[src/rtl/rip_load_store_unit.sv]
// -----------------------------------------------------------------------------
// rip_load_store_unit
//
// Load/store unit between the memory stage of the pipeline and data port 1 of
// the memory control unit. It accepts one RV32I load or store per handshake.
// Byte addresses become word addresses plus a 4-bit byte-write mask. Loads
// follow the memory's re/busy protocol, and the read word is aligned and then
// sign- or zero-extended. Each request produces a single-cycle response pulse.
//
// Optional feature macro: RIP_LSU_MISALIGN_TRAP_EN
//   defined   : a misaligned halfword or word access completes with resp_err_o=1
//               and makes no memory access.
//   undefined : the misaligned low address bits are ignored.
//
// Ports
//   clk_i          clock; all state changes on the rising edge
//   rstn_i         asynchronous active-low reset
//   req_valid_i    request valid from the pipeline
//   req_ready_o    high only in IDLE while mem_busy_i is low
//   req_we_i       1 = store, 0 = load
//   req_funct3_i   RV32I funct3 (LB/LH/LW/LBU/LHU, SB/SH/SW)
//   req_addr_i     byte address
//   req_wdata_i    store data, LSB-justified
//   resp_valid_o   one-cycle completion pulse
//   resp_rdata_o   extended load data; 0 for stores and errors
//   resp_err_o     error flag qualified by resp_valid_o
//   mem_re_o       one-cycle read strobe
//   mem_we_o       byte-write mask, one cycle
//   mem_addr_o     word address (req_addr_i >> 2), held between accesses
//   mem_din_o      store data replicated across byte lanes
//   mem_dout_i     read data, valid when mem_busy_i falls
//   mem_busy_i     memory read in progress
// -----------------------------------------------------------------------------
module rip_load_store_unit #(
  parameter int DATA_WIDTH = 32,
  parameter int ADDR_WIDTH = 32
) (
  input  logic                  clk_i,
  input  logic                  rstn_i,
  input  logic                  req_valid_i,
  output logic                  req_ready_o,
  input  logic                  req_we_i,
  input  logic [2:0]            req_funct3_i,
  input  logic [ADDR_WIDTH-1:0] req_addr_i,
  input  logic [DATA_WIDTH-1:0] req_wdata_i,
  output logic                  resp_valid_o,
  output logic [DATA_WIDTH-1:0] resp_rdata_o,
  output logic                  resp_err_o,
  output logic                  mem_re_o,
  output logic [3:0]            mem_we_o,
  output logic [ADDR_WIDTH-1:0] mem_addr_o,
  output logic [DATA_WIDTH-1:0] mem_din_o,
  input  logic [DATA_WIDTH-1:0] mem_dout_i,
  input  logic                  mem_busy_i
);

  typedef enum logic [1:0] {
    ST_IDLE  = 2'd0,
    ST_ISSUE = 2'd1,
    ST_WAIT  = 2'd2,
    ST_RESP  = 2'd3
  } state_t;

  state_t                state_q;

  // Latched request attributes needed after the accept cycle.
  logic                  we_q;
  logic [2:0]            funct3_q;
  logic [1:0]            off_q;

  // Registered outputs.
  logic                  resp_valid_q;
  logic                  resp_err_q;
  logic [DATA_WIDTH-1:0] resp_rdata_q;
  logic                  mem_re_q;
  logic [3:0]            mem_we_q;
  logic [ADDR_WIDTH-1:0] mem_addr_q;
  logic [DATA_WIDTH-1:0] mem_din_q;

  // Combinational decode of the incoming request.
  logic                  accept;
  logic                  illegal_funct3;
  logic                  misaligned;
  logic                  req_err;
  logic [1:0]            off_d;
  logic [3:0]            mem_we_d;
  logic [DATA_WIDTH-1:0] mem_din_d;

  // Load alignment and extension.
  logic [DATA_WIDTH-1:0] lane_data;
  logic [DATA_WIDTH-1:0] load_data_d;

  // ---------------------------------------------------------------------------
  // Handshake
  // ---------------------------------------------------------------------------
  // Gating with mem_busy_i keeps a new request out while a read abandoned by a
  // reset is still draining inside the memory.
  assign req_ready_o = rstn_i && (state_q == ST_IDLE) && !mem_busy_i;
  assign accept      = req_valid_i && req_ready_o;

  // ---------------------------------------------------------------------------
  // Request decode
  // ---------------------------------------------------------------------------
  always_comb begin
    illegal_funct3 = 1'b0;
    if (req_we_i) begin
      // Only SB/SH/SW (000/001/010) exist for stores.
      illegal_funct3 = req_funct3_i[2] || (req_funct3_i[1:0] == 2'b11);
    end else begin
      // Loads: 011, 110 and 111 are not defined.
      illegal_funct3 = (req_funct3_i == 3'b011) || (req_funct3_i[2:1] == 2'b11);
    end
  end

`ifdef RIP_LSU_MISALIGN_TRAP_EN
  assign misaligned = ((req_funct3_i[1:0] == 2'b01) && req_addr_i[0]) ||
                      ((req_funct3_i[1:0] == 2'b10) && (req_addr_i[1:0] != 2'b00));
`else
  assign misaligned = 1'b0;
`endif

  assign req_err = illegal_funct3 || misaligned;

  // Effective byte offset inside the word. Address bits below the access size
  // are dropped, so an untrapped misaligned access behaves as the aligned one.
  always_comb begin
    case (req_funct3_i[1:0])
      2'b00:   off_d = req_addr_i[1:0];
      2'b01:   off_d = {req_addr_i[1], 1'b0};
      default: off_d = 2'b00;
    endcase
  end

  // Store mask and lane-replicated data. Replication lets the memory take
  // any lane from mem_din_o without shifting.
  always_comb begin
    mem_we_d  = 4'b0000;
    mem_din_d = '0;
    case (req_funct3_i[1:0])
      2'b00: begin
        mem_we_d  = 4'b0001 << off_d;
        mem_din_d = {4{req_wdata_i[7:0]}};
      end
      2'b01: begin
        mem_we_d  = 4'b0011 << off_d;
        mem_din_d = {2{req_wdata_i[15:0]}};
      end
      default: begin
        mem_we_d  = 4'b1111;
        mem_din_d = req_wdata_i;
      end
    endcase
  end

  // ---------------------------------------------------------------------------
  // Load data alignment and extension
  // ---------------------------------------------------------------------------
  assign lane_data = mem_dout_i >> {off_q, 3'b000};

  always_comb begin
    case (funct3_q)
      3'b000:  load_data_d = {{24{lane_data[7]}},  lane_data[7:0]};
      3'b001:  load_data_d = {{16{lane_data[15]}}, lane_data[15:0]};
      3'b100:  load_data_d = {24'd0, lane_data[7:0]};
      3'b101:  load_data_d = {16'd0, lane_data[15:0]};
      default: load_data_d = lane_data;
    endcase
  end

  // ---------------------------------------------------------------------------
  // Control FSM with registered outputs
  // ---------------------------------------------------------------------------
  always_ff @(posedge clk_i or negedge rstn_i) begin
    if (!rstn_i) begin
      state_q      <= ST_IDLE;
      we_q         <= 1'b0;
      funct3_q     <= 3'b000;
      off_q        <= 2'b00;
      resp_valid_q <= 1'b0;
      resp_err_q   <= 1'b0;
      resp_rdata_q <= '0;
      mem_re_q     <= 1'b0;
      mem_we_q     <= 4'b0000;
      mem_addr_q   <= '0;
      mem_din_q    <= '0;
    end else begin
      case (state_q)
        ST_IDLE: begin
          if (accept) begin
            we_q     <= req_we_i;
            funct3_q <= req_funct3_i;
            off_q    <= off_d;
            if (req_err) begin
              // Errors skip ISSUE entirely, so the memory is never touched
              // and mem_addr_o keeps its previous value.
              state_q      <= ST_RESP;
              resp_valid_q <= 1'b1;
              resp_err_q   <= 1'b1;
              resp_rdata_q <= '0;
            end else begin
              // The memory strobes are loaded here so that they are visible
              // for exactly the ISSUE cycle.
              state_q    <= ST_ISSUE;
              mem_addr_q <= {2'b00, req_addr_i[ADDR_WIDTH-1:2]};
              if (req_we_i) begin
                mem_we_q  <= mem_we_d;
                mem_din_q <= mem_din_d;
              end else begin
                mem_re_q  <= 1'b1;
              end
            end
          end
        end

        ST_ISSUE: begin
          mem_re_q  <= 1'b0;
          mem_we_q  <= 4'b0000;
          mem_din_q <= '0;
          if (we_q) begin
            state_q      <= ST_RESP;
            resp_valid_q <= 1'b1;
            resp_err_q   <= 1'b0;
            resp_rdata_q <= '0;
          end else begin
            state_q <= ST_WAIT;
          end
        end

        ST_WAIT: begin
          // The memory raises busy the cycle after the strobe. The first
          // cycle with busy low carries valid read data.
          if (!mem_busy_i) begin
            state_q      <= ST_RESP;
            resp_valid_q <= 1'b1;
            resp_err_q   <= 1'b0;
            resp_rdata_q <= load_data_d;
          end
        end

        ST_RESP: begin
          // resp_rdata_o and resp_err_o keep their values until the next
          // response.
          state_q      <= ST_IDLE;
          resp_valid_q <= 1'b0;
        end

        default: begin
          state_q <= ST_IDLE;
        end
      endcase
    end
  end

  assign resp_valid_o = resp_valid_q;
  assign resp_err_o   = resp_err_q;
  assign resp_rdata_o = resp_rdata_q;
  assign mem_re_o     = mem_re_q;
  assign mem_we_o     = mem_we_q;
  assign mem_addr_o   = mem_addr_q;
  assign mem_din_o    = mem_din_q;

endmodule
[config.mk]
export PLATFORM = sky130hd
export DESIGN_NAME = rip_load_store_unit
export DESIGN_NICKNAME = d
export VERILOG_FILES = /design/src/rtl/rip_load_store_unit.sv
export SDC_FILE = /design/constraint.sdc
export NUM_CORES = 1
export LEC_CHECK = 0
export BUFFER_PORTS_ARGS = -buffer_cell sky130_fd_sc_hd__buf_2
export CAP_MARGIN = 20
export CORE_ASPECT_RATIO = 1.1
export CORE_MARGIN = 4
export CORE_UTILIZATION = 45
export DETAILED_ROUTE_END_ITERATION = 12
export GPL_TIMING_DRIVEN = 0
export PLACE_DENSITY = 0.74
export SYNTH_ARGS = -nofsm -noshare
export SYNTH_HDL_FRONTEND = slang
export SYNTH_SLANG_ARGS = --single-unit
[constraint.sdc]
create_clock -name clk_i -period 2.15 [get_ports clk_i]
set_input_delay 0.43 -clock clk_i [delete_from_list [all_inputs] [get_ports clk_i]]
set_output_delay 0.43 -clock clk_i [all_outputs]
set_load 0.02 [all_outputs]
# Yosys cells after proc, flatten, opt, wreduce, memory -nomap -nowiden
# Cells that the tools add are included.
dict set report classes {
  addsub 0
  multipliers 0
  n_div 0
  order_cmp 0
  n_eq_ne 17
  shift 3
  mux 35
  bitwise_logic 1
  reduce_logical 18
}
# operator count
set op_table {}
lappend op_table {{two-way mux 32 bit} 7}
lappend op_table {{case mux 32 bit (2 select lines)} 2}
lappend op_table {{case mux 32 bit (4 select lines)} 1}
lappend op_table {{case mux 32 bit (3 select lines)} 1}
lappend op_table {{>> shifter 32 x 5 -> 32 bit} 1}
lappend op_table {{case mux 4 bit (2 select lines)} 2}
lappend op_table {{inequality test 2 bit, second input constant} 7}
lappend op_table {{two-way mux 4 bit} 3}
lappend op_table {{AND reduction 4 bit} 3}
lappend op_table {{two-way mux 1 bit} 11}
lappend op_table {{== test 2 bit, second input constant} 4}
lappend op_table {{case mux 2 bit (4 select lines)} 1}
lappend op_table {{== test 3 bit, second input constant} 2}
lappend op_table {{two-way mux 2 bit} 3}
lappend op_table {{AND reduction 5 bit} 1}
lappend op_table {{== test 2 x 1 -> 1 bit, second input constant} 2}
lappend op_table {{logical NOT 2 bit} 2}
lappend op_table {{case mux 1 bit (4 select lines)} 1}
lappend op_table {{case mux 2 bit (2 select lines)} 1}
lappend op_table {{AND reduction 2 bit} 2}
lappend op_table {{left shift 1 x 2 -> 4 bit, first input constant} 1}
lappend op_table {{left shift 2 x 2 -> 4 bit, first input constant} 1}
lappend op_table {{== test 3 x 1 -> 1 bit, second input constant} 1}
lappend op_table {{== test 3 x 2 -> 1 bit, second input constant} 1}
lappend op_table {{other kinds (10)} 13}
dict set report totals {
  reg_bits 109
  latchBits 0
  ramBits 0
  mem_bits_ro 0
  in_bits 104
  out_inout_bits 104
  word_cells 85
  n_memories 0
}

# Depth between registers and ports, before layout
# Gate-level depths: netlist of the first run.
dict set report depth {
  ltp_word 8
  ltp_mapped 8
  depth_no_buf 6
}

# Worst setup path after synthesis of the first run
# No wires, ideal clock.
dict set report synth_timing {
  path_kind {reg2reg}
  startpoint {reg state_q[0]}
  endpoint {reg resp_rdata_q[10], in the netlist resp_rdata_o[10]}
  setup_ns 0.129
  t_arrival_ns 1.708
  setup_slack_ns 0.314
  path_stages_with_launch 9
  n_path_buf 2
  cell_sequence {dfrtp_1 inv_1 ha_1 a21oi_1 o221a_2 buf_4 nand2_2 buf_2 o2bb2ai_1}
}
dict set report synth_via {
  elab_chain_len 6
  word_cells_on_any_way 13
  classes_between {6 x eq/ne; 1 x mux; 6 x reduce/logical}
}
# element line_no
set synth_rtl {}
lappend synth_rtl {{from (decl)} 64} ;# state_t state_q;
lappend synth_rtl {{from (signal assigned)} 175} ;# state_q <= ST_IDLE;
lappend synth_rtl {{from (signal assigned)} 196} ;# state_q <= ST_RESP;
lappend synth_rtl {{from (signal assigned)} 203} ;# state_q <= ST_ISSUE;
lappend synth_rtl {{logical NOT 2 bit} {98, 187}}
lappend synth_rtl {{logical AND 1 bit (2 in a row)} 98} ;# assign req_ready_o = rstn_i && (state_q == ST_IDLE) && !mem_busy_i;
lappend synth_rtl {{logical AND 1 bit} 99} ;# assign accept = req_valid_i && req_ready_o;
lappend synth_rtl {{inequality test 2 bit (no source line)} --}
lappend synth_rtl {{AND reduction 5 bit (no source line)} --}
lappend synth_rtl {{to (signal assigned)} 236} ;# resp_rdata_q <= load_data_d;
lappend synth_rtl {{to (decl)} 74} ;# logic [DATA_WIDTH-1:0] resp_rdata_q;
# Several ways; a longest one is shown, not always the timed one.
# A chain may end at the register's enable or synchronous reset.

# Final worst setup path of the first run
dict set report layout_timing {
  startpoint {reg state_q[0]}
  endpoint {reg resp_rdata_q[13], in the netlist resp_rdata_o[13]}
}
# The elaborated chain is that of the path after synthesis.

==> results.toml, run 1 <==
[clocking]
cts_inserted_buffers = 9
cts_tree = "done"
maximum_count_of_clock_buffers_along_a_single_path = 2
insertion_delay_ns = 0.34
cts-htree-levels = 3
cts_root_buffer = "sky130_fd_sc_hd__clkbuf_16"
clk_transition_reported_paths_ns = 0.07
tritoncts_num_sinks = 109

[routing]
antenna_left = 0
route.final.wire_length_mm = 16.58
route.detailed.wl_per_inst_um = 18.59
detailroute.via_count = 4956
drc = 0
post_drt_via_cell_ratio = 5.556
detail_route.first_pass.iterations = 5
drt_iter0_markers = 370

[worst_setup_path]
cpMaxStageDelayCell = "sky130_fd_sc_hd__dfrtp_1"
critical_path.reg2reg.startpoint = "state_q[0]$_DFFE_PN0P_"
critical_path.cell_chain = "inv_2 -> ha_1 -> a21oi_2 -> o221a_2 -> buf_4 -> nand2_2 -> clkbuf_4 -> o2bb2ai_1"
critical_path_arrival_ns = 2.29
worstSetupStartpoint = "state_q[0]$_DFFE_PN0P_"
r2r_slack_ns = 0.08
worst_setup_path_end_kind = "flip-flop"
crit_path_start_kind = "flip-flop"
critPathMaxStageDelay_ns = 0.42
worst-r2r-cell-count = 8
crit_required_ns = 2.36
worstReg2RegEnd = "resp_rdata_o[13]$_DFFE_PN0P_"
setup.worst_path.class = "flip-flop to flip-flop"
cp_max_fo = 10

[layout]
proportion_of_layout_cells_with_a_drive_suffix_above_1 = 0.4160
syn2layout_area_growth_pct = 29.23
stdcell_area_um2 = 7203
nNetsFinal = 843
post-route-util = 0.5960
insertedDiodeCount = 0

[outcome]
failing_checks = "negative hold slack"
outcome = "finished with violations"

[synthesis]
synth_edf_count = 0
yosys.area.top_type_share = 0.4893
yosys_register_bits = 109
netlist_instances = 515
synthDominantAreaCellType = "sky130_fd_sc_hd__dfrtp_1"
async_reset_ff_frac = 1.000
netlist_top_cells_area = "sky130_fd_sc_hd__dfrtp_1, sky130_fd_sc_hd__mux2_4, sky130_fd_sc_hd__mux2i_1"
synth_seq_area_share = 0.4893
postSynth.topFlopCell = "sky130_fd_sc_hd__dfrtp_1"
mappedNetlistArea_um2 = 5574
post_synthesis_mean_instance_area_um2 = 10.82
post_synth_num_cell_types = 48
synth.yosys.warnings = 0
post-synth-top-count-cell = "sky130_fd_sc_hd__dfrtp_1"
commonest_cells_in_the_synthesized_netlist = "sky130_fd_sc_hd__dfrtp_1, sky130_fd_sc_hd__nand2_1, sky130_fd_sc_hd__a21oi_1, sky130_fd_sc_hd__mux2i_1, sky130_fd_sc_hd__o21ai_0"

[timing]
worst-slew-pin-transition_ns = 0.5575
clock_skew_after_layout_ns = 0.009988
post-route-period-util = 0.9650
final.hold.worst_slack_ns = -0.02398
rsz0062_at_grt = "yes"
final.min_clock_period_ns = 2.075
setup-violations-final = 0
clock.fmax_mhz = 482.0
count_of_final_max_slew_check_failures = 0
max_slew_margin = 0.6279
report.final.hold_viol_count = 55

[placement]
detailed_placement_wirelength_estimate_mm = 12.69
buffer_ports.inserted = 204
gp_congestion = 0.9077
placed_area_um2 = 6822

[power_and_ir_drop]
power_leakage_nw = 3.696
power.total_mw = 10.56
peakVddDrop_v = 0.0007636
power-per-cell-area_nw_per_um2 = 1466

[floorplan]
chipWidth_um = 114.1
io_pins = 208
initial_core_util = 0.4612
area_of_the_core_um2 = 12090
row_count = 42
dieArea_um2 = 14230
floorplan.die.height_um = 124.7

[run]
cap_viol_max_count = 0

[grt]
largest_net_degree_at_the_start_of_global_routing = 66
grt_pass1_vias = 5153
global_route_wire_length_before_repair_mm = 26.28
grt_antenna_before_repair = 0
groute.usage.overall = 0.2272
grt.overflow.total = 0

[min_path]
hold_path_class = "input pin to async pin"
## cell type report
cell class	count	area (um2)
Clock buffer	13	270.3
Inverter	8	30.03
Fill cell	1062	4883
Multi-Input combinational cell	358	2654
Sequential cell	109	2728
Timing Repair Buffer	206	1079
Tap cell	154	192.7
Clock inverter	3	18.77
Buffer	41	231.5
## state kept, by name, indices dropped and copies added (netlist names)
signal        count
mem_din_o        32
resp_rdata_o     32
mem_addr_o       30
mem_we_o          4
funct3_q          3
off_q             2
state_q           2
mem_re_o          1
resp_err_o        1
resp_valid_o      1
we_q              1
## placed cells by master, fill, tap and decap left out, types with 4 or more instances in the layout
cell,netlist,routed
sky130_fd_sc_hd__nor2_1,11,11
sky130_fd_sc_hd__ha_1,6,4
sky130_fd_sc_hd__o31ai_1,27,27
sky130_fd_sc_hd__dfrtp_1,109,109
sky130_fd_sc_hd__mux2_2,8,8
sky130_fd_sc_hd__clkbuf_16,0,9
sky130_fd_sc_hd__inv_1,7,5
sky130_fd_sc_hd__mux2i_1,40,40
sky130_fd_sc_hd__a31oi_1,17,17
sky130_fd_sc_hd__buf_4,5,7
sky130_fd_sc_hd__o2bb2ai_1,14,14
sky130_fd_sc_hd__mux2_4,30,30
sky130_fd_sc_hd__nand2_1,75,75
sky130_fd_sc_hd__clkbuf_1,12,11
sky130_fd_sc_hd__o211ai_1,16,16
sky130_fd_sc_hd__buf_2,19,219
sky130_fd_sc_hd__a21oi_1,40,39
sky130_fd_sc_hd__o21ai_0,33,33
## per-stage QoR
step / setup WS, ns / TNS (ns) / instances
2_1_floorplan: 0.3135 / 0 / 516
3_3_place_gp: -1.630 / -224.45 / 874
3_5_place_dp: -0.7411 / -57.42 / 875
4_1_cts: 0.001896 / 0 / 891
5_1_grt: -0.04832 / -0.3863 / 892
6_report: 0.07526 / 0 / 892
## where the power goes
| group | internal, mW | switching [mW] |
|---|---|---|
| logic | 2.11 | 3.42 |
| registers | 2.90 | 0.511 |
| clock network | 0.881 | 0.736 |
## repair_timing
| item | 4_1_cts | 5_1_grt |
|---|---|---|
| gates cloned | 0 | 0 |
| gates resized for setup | 9 | 12 |
| buffers inserted | 0 | 1 |
| setup endpoints to repair | 101 | 55 |
| endpoints found under the hold margin | 56 | 56 |
| pin swaps | 0 | 1 |
## per-layer routing
layer / GRT usage / part of all wire / up-vias
met5: 0 / 0 / -
met4: 0.07827 / 0.027 / 0
met3: 0.06754 / 0.091 / 31
met2: 0.3753 / 0.48 / 219
met1: 0.2815 / 0.40 / 2401
li1: - / - / 2305
## logic make-up after synthesis
| logic type | synth area share |
|---|---|
| AO/OA/AOI/OAI | 0.1845 |
| adder cells (fa/ha/maj) | 0.01347 |
| buffers and inverters | 0.04467 |
| other | 0.0006728 |
| flip-flops | 0.4893 |
| multiplexers | 0.1728 |
| AND/OR/NAND/NOR | 0.09451 |
## worst max-delay path, delay by kind of cell, from the launching register on
kind / cells / cell delay, ns
flip-flops: 1 / 0.42
AND/OR/NAND/NOR: 1 / 0.12
adder cells (fa/ha/maj): 1 / 0.26
buffers and inverters: 3 / 0.48
AO/OA/AOI/OAI: 3 / 0.66
## worst max path at each step
stage	cells after the start	slack, ns	end
2_1_floorplan	8	0.31	resp_rdata_o[10]$_DFFE_PN0P_
3_3_place_gp	6	-1.63	resp_rdata_o[30]$_DFFE_PN0P_
3_5_place_dp	7	-0.74	mem_din_o[22]$_DFFE_PN0P_
4_1_cts	8	0.002	mem_din_o[22]$_DFFE_PN0P_
5_1_grt	8	-0.05	resp_rdata_o[13]$_DFFE_PN0P_
6_report	8	0.08	resp_rdata_o[13]$_DFFE_PN0P_
No activity file was read; power rests on OpenSTA's default activity.
==> inputs of run 2 (changes only) <==
- ABC_AREA: not set -> 1
==> results.toml, run 2 <==
[clocking]
post_cts_buffers = 0
cts-htree-levels = 3
cts_inserted_buffers = 9
tritoncts_num_sinks = 109
cts_hold_buffers = 0
cts_root_buffer = "sky130_fd_sc_hd__clkbuf_16"
maximum_count_of_clock_buffers_along_a_single_path = 2
clk_transition_reported_paths_ns = 0.07
cts_tree = "done"
insertion_delay_ns = 0.35

[placement]
detailed_placement_wirelength_estimate_mm = 12.28
placed_cells = 1035
gp_congestion = 0.9420
buffer_ports.inserted = 205

[timing]
setup-violations-final = 0
post-route-period-util = 0.9157
report.final.hold_viol_count = 59
final.hold.worst_slack_ns = -0.03133
clock.fmax_mhz = 507.9
clock_skew_after_layout_ns = 0.007557
final.min_clock_period_ns = 1.969
worst-slew-pin-transition_ns = 0.5352
count_of_final_max_slew_check_failures = 0
rsz0062_at_grt = "no"
max_slew_margin = 0.6432

[worst_setup_path]
cp_max_fo = 10
r2r_slack_ns = 0.18
worst-r2r-cell-count = 7
crit_top_cell = "sky130_fd_sc_hd__inv_1"
worst_setup_path_end_kind = "flip-flop"
cpMaxStageDelayCell = "sky130_fd_sc_hd__dfrtp_1"
worstSetupPathDepth = 7
crit_required_ns = 2.41
crit_family = "buffers and inverters"
critPathMaxStageDelay_ns = 0.42
timing.critical_path.buf_inv = 4
worstReg2RegEnd = "mem_din_o[11]$_DFFE_PN0P_"
critical_path.reg2reg.startpoint = "state_q[1]$_DFFE_PN0P_"
critical_path_arrival_ns = 2.23
critical_path.cell_chain = "inv_1 -> ha_1 -> inv_1 -> buf_2 -> clkbuf_1 -> o211ai_1 -> o21ai_0"
crit_path_start_kind = "flip-flop"
setup.worst_path.class = "flip-flop to flip-flop"

[synthesis]
post-synth-top-count-cell = "sky130_fd_sc_hd__nand2_1"
commonest_cells_in_the_synthesized_netlist = "sky130_fd_sc_hd__nand2_1, sky130_fd_sc_hd__dfrtp_1, sky130_fd_sc_hd__o21ai_0, sky130_fd_sc_hd__o21ai_2, sky130_fd_sc_hd__inv_1"
synthDominantAreaCellType = "sky130_fd_sc_hd__dfrtp_1"
netlist_top_cells_area = "sky130_fd_sc_hd__dfrtp_1, sky130_fd_sc_hd__nand2_1, sky130_fd_sc_hd__o21ai_0"
synth.yosys.warnings = 0
mappedNetlistArea_um2 = 5461
netlist_instances = 678
async_reset_ff_frac = 1.000
post_synth_num_cell_types = 29
post_synthesis_mean_instance_area_um2 = 8.055
yosys_register_bits = 109
synth_seq_area_share = 0.4994
yosys.area.top_type_share = 0.4994
synth_edf_count = 0
postSynth.topFlopCell = "sky130_fd_sc_hd__dfrtp_1"

[floorplan]
row_count = 41
initial_core_util = 0.4669
chipWidth_um = 113.0
area_of_the_core_um2 = 11700
floorplan.die.height_um = 123.5
io_pins = 208
dieArea_um2 = 13970

[grt]
global_route_wire_length_before_repair_mm = 25.82
largest_net_degree_at_the_start_of_global_routing = 61
grt_antenna_before_repair = 2
grt_pass1_vias = 5183
grt.overflow.total = 0
groute.usage.overall = 0.2307

[run]
cap_viol_max_count = 0

[outcome]
outcome = "finished with violations"
failing_checks = "negative hold slack"

[min_path]
hold_path_class = "input pin to async pin"

[routing]
post_drt_via_cell_ratio = 5.069
detailroute.via_count = 5327
detail_route.first_pass.iterations = 6
drc = 0
drt_iter0_markers = 366
route.detailed.wl_per_inst_um = 15.16
antenna_left = 0
route.final.wire_length_mm = 15.94

[power_and_ir_drop]
power.total_mw = 9.983
power_leakage_nw = 3.928
power-per-cell-area_nw_per_um2 = 1417
peakVddDrop_v = 0.0007184

[layout]
layout.area.seq_um2 = 2728
most-common-layout-cells = "sky130_fd_sc_hd__nand2_1, sky130_fd_sc_hd__buf_2, sky130_fd_sc_hd__dfrtp_1, sky130_fd_sc_hd__o21ai_0, sky130_fd_sc_hd__o21ai_2"
multi_input_gate_area_in_the_final_layout_um2 = 2407
most_common_cell_after_layout_fill_and_taps_aside = "sky130_fd_sc_hd__nand2_1"
nNetsFinal = 1006
proportion_of_layout_cells_with_a_drive_suffix_above_1 = 0.3252
post_layout_nonfiller_instances = 1051
post-route-util = 0.6023
syn2layout_area_growth_pct = 28.98
final.fill_count = 1108
insertedDiodeCount = 0
## run 2: worst max path at each step
| stage | from | to | slack [ns] |
|---|---|---|---|
| final | state_q[1]$_DFFE_PN0P_ | mem_din_o[11]$_DFFE_PN0P_ | 0.18 |
| after CTS | state_q[0]$_DFFE_PN0P_ | resp_rdata_o[19]$_DFFE_PN0P_ | 0.06 |
| after detailed placement | rstn_i | resp_rdata_o[1]$_DFFE_PN0P_ | -0.48 |
| after global placement | rstn_i | resp_rdata_o[12]$_DFFE_PN0P_ | -1.60 |
| after floorplan | state_q[0]$_DFFE_PN0P_ | resp_rdata_o[17]$_DFFE_PN0P_ | 0.34 |
| after global routing | state_q[1]$_DFFE_PN0P_ | mem_din_o[11]$_DFFE_PN0P_ | 0.02 |
## run 2: final cells by class
cell class	instances	area share
inverter	29	0.01545
multi-input combinational	499	0.3417
sequential	109	0.3872
clock buffer	9	0.03197
tap	150	0.02664
timing repair buffer	206	0.1517
clock inverter	7	0.01208
buffer	42	0.03321
## run 2: timing repair
item | in CTS | in global routing
resized for setup | 1 | 5
endpoints found under the hold margin | 0 | 56
endpoints found under the setup margin | 68 | 82
## run 2: logic make-up (layout without fill, tap and decap cells)
family                   after synthesis  after routing  synth area share
AO/OA/AOI/OAI                        146            146            0.1654
adder cells (fa/ha/maj)                6              6           0.01375
buffers and inverters                 71            293           0.06277
flip-flops                           109            109            0.4994
other                                  1              2         0.0006866
AND/OR/NAND/NOR                      345            345            0.2580
## run 2: routing by layer
metal	vias up	track usage	wire [um]
li1	2628	-	-
met1	2447	0.2995	6672
met2	215	0.3841	7730
met3	33	0.04748	1158
met4	4	0.08415	346
met5	-	0	26
## run 2: power breakdown
part	switching [mW]	internal, mW
combinational	3.37	1.74
clock	0.798	0.923
sequential	0.389	2.76
## run 2: stage by stage
stage | area, um2 | worst slack (ns) | setup TNS, ns
2_1_floorplan | 5465 | 0.3425 | 0
3_3_place_gp | 6679 | -1.604 | -238.61
3_5_place_dp | 6709 | -0.4816 | -40.23
6_report | 7044 | 0.1813 | 0
5_1_grt | 7044 | 0.01675 | 0
4_1_cts | 7023 | 0.05708 | 0
==> inputs of run 3 (changes only) <==
- CAP_MARGIN: 20 -> 15
- CORE_ASPECT_RATIO: 1.1 -> not set
- SLEW_MARGIN: not set -> 20
==> results.toml, run 3 (synthesized netlist as in run 2, its figures left out) <==
[outcome]
outcome = "finished, final reports clean"

[worst_setup_path]
critical_path_arrival_ns = 2.19
crit_required_ns = 2.38
setup.worst_path.class = "flip-flop to flip-flop"
worst_setup_path_end_kind = "flip-flop"
crit_path_start_kind = "flip-flop"
cp_max_fo = 10

[floorplan]
chipWidth_um = 118.2
dieArea_um2 = 13960
row_count = 39
initial_core_util = 0.4683
floorplan.die.height_um = 118.2
io_pins = 208
area_of_the_core_um2 = 11660

[clocking]
cts_tree = "done"
cts_root_buffer = "sky130_fd_sc_hd__clkbuf_16"
maximum_count_of_clock_buffers_along_a_single_path = 2
cts-htree-levels = 3
insertion_delay_ns = 0.34
clk_transition_reported_paths_ns = 0.08
tritoncts_num_sinks = 109
post_cts_buffers = 0
cts_inserted_buffers = 9

[layout]
post_layout_nonfiller_instances = 1045
syn2layout_area_growth_pct = 29.94
nNetsFinal = 1007
layout.area.seq_um2 = 2728
most_common_cell_after_layout_fill_and_taps_aside = "sky130_fd_sc_hd__nand2_1"
final.fill_count = 1102
multi_input_gate_area_in_the_final_layout_um2 = 2407
insertedDiodeCount = 0
most-common-layout-cells = "sky130_fd_sc_hd__nand2_1, sky130_fd_sc_hd__buf_2, sky130_fd_sc_hd__dfrtp_1, sky130_fd_sc_hd__o21ai_0, sky130_fd_sc_hd__o21ai_2"
proportion_of_layout_cells_with_a_drive_suffix_above_1 = 0.3271

[timing]
sum_of_negative_setup_slack_ns = 0
clock_skew_after_layout_ns = 0.009034
post-route-period-util = 0.9119
final.hold.worst_slack_ns = 0.02104
final.min_clock_period_ns = 1.961
setup-violations-final = 0
report.final.hold_viol_count = 0
count_of_final_max_slew_check_failures = 0
rsz0062_at_grt = "no"
clock.fmax_mhz = 510.0

[routing]
route.detailed.wl_per_inst_um = 15.38
route.final.wire_length_mm = 16.08
post_drt_via_cell_ratio = 5.100
detail_route.first_pass.iterations = 5
antenna_left = 0
detailroute.via_count = 5329
drt_iter0_markers = 451
drc = 0

[grt]
global_route_wire_length_before_repair_mm = 26.01
groute.usage.overall = 0.2285
grt_antenna_before_repair = 0
grt_pass1_vias = 5190
grt.overflow.total = 0
largest_net_degree_at_the_start_of_global_routing = 80

[placement]
gp_congestion = 0.9277
placed_cells = 1028
detailed_placement_wirelength_estimate_mm = 12.19
buffer_ports.inserted = 205

[min_path]
hold_path_class = "input pin to async pin"

[power_and_ir_drop]
power-per-cell-area_nw_per_um2 = 1444
power_leakage_nw = 3.958
peakVddDrop_v = 0.0007069

[run]
cap_viol_max_count = 0
-- run 3: layout make-up --
| type | instances | area share |
|---|---|---|
| Buffer | 42 | 0.03315 |
| Clock buffer | 9 | 0.03173 |
| Clock inverter | 7 | 0.01886 |
| Timing Repair Buffer | 207 | 0.1522 |
| Inverter | 29 | 0.01534 |
| Sequential cell | 109 | 0.3843 |
| Tap cell | 143 | 0.02521 |
| Multi-Input combinational cell | 499 | 0.3392 |
-- run 3: final timing paths --
check / start / endpoint / slack (ns) / depth (start not counted)
min in group clk_i: req_addr_i[5] / mem_addr_o[3]$_DFFE_PN0P_ / 0.28 / 3
max in group asynchronous: rstn_i / mem_addr_o[26]$_DFFE_PN0P_ / 1.71 / 2
worst max register to register: state_q[0]$_DFFE_PN0P_ / resp_rdata_o[20]$_DFFE_PN0P_ / 0.19 / 10
worst max-delay path: state_q[0]$_DFFE_PN0P_ / resp_rdata_o[20]$_DFFE_PN0P_ / 0.19 / 10
worst min register to register: mem_addr_o[26]$_DFFE_PN0P_ / mem_addr_o[26]$_DFFE_PN0P_ / 0.47 / 2
worst min-delay path: rstn_i / resp_rdata_o[0]$_DFFE_PN0P_ / 0.02 / 2
-- run 3: layer usage --
metal  routed length (um)  GRT usage  part of all wire
met2                 7740     0.3909              0.48
met5                    0          0                 0
met4                  225    0.05934             0.014
met3                 1385    0.06495             0.086
met1                 6726     0.2856              0.42
-- run 3: power breakdown --
group | switching (mW) | internal, mW
registers | 0.389 | 2.76
clock network | 0.810 | 1.16
logic | 3.38 | 1.75
total | 4.58 | 5.67
-- run 3: per-stage QoR --
step	setup WS, ns	cell area, um2	power, mW	utilization
global placement	-1.634	6670	8.215	0.5719
floorplan	0.3425	5465	6.662	-
finish	0.1894	7097	10.25	0.6085
CTS	0.03427	7083	10.30	0.6073
detailed placement	-0.2063	6704	8.300	0.5748
global route	0.03973	7097	11.03	0.6085
-- run 3: worst max-delay path, cell delays in order (launching register included) --
cell	delay, ns
sky130_fd_sc_hd__dfrtp_1	0.42
sky130_fd_sc_hd__inv_1	0.21
sky130_fd_sc_hd__ha_4	0.22
sky130_fd_sc_hd__nand4_4	0.16
sky130_fd_sc_hd__nand2_1	0.14
sky130_fd_sc_hd__nand2_2	0.10
sky130_fd_sc_hd__nor2_4	0.18
sky130_fd_sc_hd__nand2_4	0.11
sky130_fd_sc_hd__buf_6	0.17
sky130_fd_sc_hd__nand2_1	0.06
sky130_fd_sc_hd__o21ai_0	0.07
-- run 3: what timing repair did --
action                     CTS  global route
hold buffers                 1             0
setup endpoints to repair    0            58
hold endpoints to repair    32             0
resized for setup            0             4
